<file path="config.mk">
export PLATFORM = sky130hd
export DESIGN_NAME = control_unit_irq
export DESIGN_NICKNAME = d
export VERILOG_FILES = /design/src/rtl/control_unit_irq.sv
export SDC_FILE = /design/constraint.sdc
export NUM_CORES = 1
export LEC_CHECK = 0
export BUFFER_PORTS_ARGS = -buffer_cell sky130_fd_sc_hd__clkbuf_2
export CAP_MARGIN = 10
export CORE_MARGIN = 8
export CORE_UTILIZATION = 41
export CTS_CLUSTER_SIZE = 30
export DETAILED_ROUTE_END_ITERATION = 12
export PLACE_DENSITY = 0.78
export SYNTH_ARGS = -nofsm -noshare
export SYNTH_HDL_FRONTEND = slang
export SYNTH_SLANG_ARGS = --single-unit
</file>
<file path="constraint.sdc">
create_clock -name clk_i -period 2.2 [get_ports clk_i]
set_clock_uncertainty 0.05 [all_clocks]
set_input_delay 0.11 -clock clk_i [delete_from_list [all_inputs] [get_ports clk_i]]
set_output_delay 0.11 -clock clk_i [all_outputs]
set_load 0.02 [all_outputs]
</file>
<file path="src/rtl/control_unit_irq.sv">
// Single-cycle CPU control unit: opcode decode, conditional jumps on Z, and a
// 4-line prioritized, edge-triggered interrupt controller that injects entries.
module control_unit_irq #(
    parameter logic [9:0] VEC_BASE = 10'h3F0
) (
    input  logic       clk_i,
    input  logic       rst_ni,
    input  logic [5:0] opcode_i,
    input  logic       z_i,
    input  logic [3:0] irq_i,
    output logic       s_inc_o,
    output logic       s_stack_o,
    output logic       pushsignal_o,
    output logic       popsignal_o,
    output logic       we3_o,
    output logic       wez_o,
    output logic       we4_o,
    output logic       we_out_o,
    output logic [1:0] s_inm_o,
    output logic [1:0] s_in_o,
    output logic [1:0] s_out_o,
    output logic [2:0] op_alu_o,
    output logic       irq_take_o,
    output logic [9:0] irq_vector_o,
    output logic [3:0] irq_ack_o,
    output logic       ie_o
);

    localparam logic [5:0] OP_RET  = 6'b000001;
    localparam logic [5:0] OP_RETI = 6'b000010;
    localparam logic [5:0] OP_EI   = 6'b000011;

    logic [3:0] irq_prev_q, irq_prev_d;
    logic [3:0] pend_q, pend_d;
    logic       ie_q, ie_d;
    logic       armed_q;
    logic [3:0] rise;
    logic [1:0] sel_idx;
    logic [3:0] sel_oh;
    logic       take;

    // Lowest-index pending line wins.
    always_comb begin
        sel_idx = 2'd0;
        for (int i = 3; i >= 0; i--) begin
            if (pend_q[i]) sel_idx = i[1:0];
        end
        sel_oh = 4'b0001 << sel_idx;
    end

    assign take = rst_ni & ie_q & (|pend_q);

    // armed_q masks the first cycle after reset so lines already high are not edges.
    assign rise       = irq_i & ~irq_prev_q & {4{armed_q}};
    assign irq_prev_d = irq_i;

    always_comb begin
        pend_d = (pend_q & ~(take ? sel_oh : 4'b0000)) | rise;
        if (take)
            ie_d = 1'b0;
        else if (opcode_i == OP_EI || opcode_i == OP_RETI)
            ie_d = 1'b1;
        else
            ie_d = ie_q;
    end

    always_ff @(posedge clk_i or negedge rst_ni) begin
        if (!rst_ni) begin
            irq_prev_q <= 4'b0000;
            pend_q     <= 4'b0000;
            ie_q       <= 1'b0;
            armed_q    <= 1'b0;
        end else begin
            irq_prev_q <= irq_prev_d;
            pend_q     <= pend_d;
            ie_q       <= ie_d;
            armed_q    <= 1'b1;
        end
    end

    always_comb begin
        s_inc_o      = 1'b1;
        s_stack_o    = 1'b0;
        pushsignal_o = 1'b0;
        popsignal_o  = 1'b0;
        we3_o        = 1'b0;
        wez_o        = 1'b0;
        we4_o        = 1'b0;
        we_out_o     = 1'b0;
        s_inm_o      = 2'd0;
        s_in_o       = 2'd0;
        s_out_o      = 2'd0;
        op_alu_o     = 3'd0;
        irq_take_o   = 1'b0;
        irq_vector_o = 10'd0;
        irq_ack_o    = 4'b0000;
        if (take) begin
            // Suppressed instruction: the stacked PC makes it re-execute after RETI.
            pushsignal_o = 1'b1;
            irq_take_o   = 1'b1;
            irq_ack_o    = sel_oh;
            irq_vector_o = VEC_BASE + {6'd0, sel_idx, 2'b00};
        end else begin
            casez (opcode_i)
                6'b1?????: begin
                    we3_o    = 1'b1;
                    wez_o    = 1'b1;
                    op_alu_o = opcode_i[4:2];
                end
                6'b0001??: begin
                    we3_o   = 1'b1;
                    s_inm_o = 2'd1;
                end
                6'b0010??: begin
                    we3_o   = 1'b1;
                    s_inm_o = 2'd2;
                end
                6'b0011??: we4_o = 1'b1;
                6'b0100??: begin
                    we3_o   = 1'b1;
                    s_inm_o = 2'd3;
                    s_in_o  = opcode_i[1:0];
                end
                6'b0101??: we_out_o = 1'b1;
                6'b0110??: begin
                    we_out_o = 1'b1;
                    s_out_o  = 2'd1;
                end
                6'b011100: s_inc_o = 1'b0;
                6'b011101: s_inc_o = ~z_i;
                6'b011110: s_inc_o = z_i;
                6'b011111: begin
                    s_inc_o      = 1'b0;
                    pushsignal_o = 1'b1;
                end
                OP_RET, OP_RETI: begin
                    popsignal_o = 1'b1;
                    s_stack_o   = 1'b1;
                end
                default: ;
            endcase
        end
        if (!rst_ni) begin
            we3_o        = 1'b0;
            wez_o        = 1'b0;
            we4_o        = 1'b0;
            we_out_o     = 1'b0;
            pushsignal_o = 1'b0;
            popsignal_o  = 1'b0;
        end
    end

    assign ie_o = ie_q;

endmodule

</file>
==> out/results.ini <==
[route]
final_antenna_net_count = 0
avgRoutedWirePerCell_um = 12.7
wirelength_um = 1850
dr.pass1.iters = 3
viasPerCell = 5.10
vias = 745
route.detailed.drc = 0
initialDrtViolationCount = 12

[yosys]
synth_seq_cells = 10
ys.flop_type = dfrtp_1
seq_area_frac_synth_pct = 35.5
syn_inst = 89
syn_area_um2 = 704
synth.avg_cell_area_um2 = 7.91
synth.distinct_cells = 27
yosys_warnings = 0
synth-edff-count = 0
async_reset_ff_share_pct = 100

[sta]
worst_pin_slew_ns = 0.538
max_freq_mhz = 474
tns_ns = 0
finalSetupViolations = 0
slew_violations = 0
rsz0062_at_grt = no
fin_crit_ns = 2.11
min_period_over_period_pct = 95.9
hold_violations = 0
worst_slack_ns = 0.0911
max-slew-margin-rel_pct = 63.7

[final_layout]
utilization_pct = 56.3
stdcell_area_um2 = 941
fillCellCount = 165
finalNetCount = 144
ff_latch_area_um2 = 250
mostFrequentLayoutCells = clkbuf_2, nand2_1, dfrtp_1
multiInputGateArea_um2 = 358
antenna_cells = 0
syn_to_final_growth_pct = 33.6
final_common_cell = clkbuf_2
layout-drive-gt1-share_pct = 38.8

[clock_tree]
ctsResizeCount = 0
cts.sinks = 10
clockRootBuffer = clkbuf_4
cts.reportedPaths.clkPinSlew_ns = 0.06
cts.path.max_buffers = 2
h-tree-depth = 1
cts_made_buffers = 3
cts_tree = done
clock_latency_ns = 0.25

[critical_path]
critPathRequiredTime_ns = 2.04
reg2reg_slack_ns = 0.96
slowest_stage = or4_4
endpoint_kind = output port
cp-start-kind = flop
worst_ep_arrival_time_ns = 1.95
slowest_delay_ns = 0.52
crit_chain = nor4_2 > or2_4 > inv_4 > or4_4 > clkbuf_2
crit_fanout = 15
worstSetupPathType = reg2out

[floorplan]
die_area_um2 = 3300
core.rowCount = 15
die_w_um = 57.5
dieHeight_um = 57.5
start_util_pct = 42.2
io_pins = 46
core_um2 = 1670

[global_routing]
grt-ovfl-total = 0
antenna_found_initial = 0
grt_pass1_wl_um = 3080
grt_usage_pct = 11.4
grt_pass1_vias = 717
grt_max_degree = 16

[run]
cap_violations = 0

[status]
outcome = complete, no violations

[place]
dp_hpwl_um = 1510
gp_congestion = 0.872
pre_cts_ws_ns = 0.352
io_buffers = 42
postPlaceCellArea_um2 = 868

[pwr]
powerDensity_nw_per_um2 = 771
peakVddDrop_uv = 469
p_leak_nw = 0.499

[min_path]
hold_path_class = in2reg

## cell usage after synthesis, types with 3 or more instances
library cell	n	area, µm²
dfrtp_1	10	250
nand2_1	10	37.5
buf_4	9	67.6
nor2_1	9	33.8
nor3_1	5	25.0
a21oi_1	4	20.0
and3_1	4	25.0
clkbuf_1	4	15.0
inv_1	4	15.0
o21ai_0	4	20.0
nand3_1	3	15.0
## what timing repair did
item	CTS	global route
setup buffers	0	0
hold buffers	5	0
endpoints found under the hold margin	14	0
## worst paths after layout
check,from,end,cells after the start
max in group asynchronous,rst_ni,pend_q[0],3
worst min register to register,irq_prev_q[2],pend_q[2],1
min in group asynchronous,rst_ni,pend_q[3],3
worst max register to register,pend_q[2],ie_o,4
worst max-delay path,pend_q[2],s_inc_o,5
worst min-delay path,opcode_i[1],ie_o,3
## worst max-delay path, delay by kind of cell (launching register included)
kind	cells	cell delay, ns
buffers and inverters	2	0.24
flip-flops	1	0.43
AND/OR/NAND/NOR	3	1.02
## logic make-up (layout without fill, tap and decap cells)
kind of cell / after synthesis / after routing / synth area share [%]
other: 2 / 4 / 1.07
AO/OA/AOI/OAI: 11 / 11 / 9.06
buffers and inverters: 18 / 56 / 14.7
AND/OR/NAND/NOR: 44 / 44 / 34.6
flip-flops: 10 / 10 / 35.5
XOR/XNOR: 4 / 4 / 4.97
## per-layer routing
metal	GRT usage [%]	vias up	part of all wire [%]
met5	0	-	0
met2	18.3	38	41
met3	5.61	2	14
met1	12.1	334	44
li1	-	371	-
met4	5.36	0	0.32
## power breakdown
| part | switching [W] | internal [W] |
|---|---|---|
| Combinational | 0.000222 | 0.000119 |
| Sequential | 0.0000473 | 0.000222 |
| Clock | 0.0000528 | 0.0000626 |
## registers in the layout (all words and copies together), names as in the netlist
| signal | flops |
|---|---|
| irq_prev_q | 4 |
| pend_q | 4 |
| armed_q | 1 |
| ie_o | 1 |
## per-stage QoR
step                      instances  hold slack, ns  total power (W)
final                           146           0.116         0.000726
after global routing            146           0.147         0.000779
after CTS                       146           0.105         0.000736
after detailed placement        138          0.0139         0.000609
after global placement          138          0.0187         0.000605
after floorplan                  91          -0.236         0.000530
## cell type report
class / instances / area share (%)
Clock buffer: 3 / 2.39
Inverter: 5 / 2.26
Multi-Input combinational cell: 63 / 38.0
Sequential cell: 10 / 26.6
Tap cell: 17 / 2.26
Timing Repair Buffer: 48 / 28.5
Power figures use the tool's default switching activity.
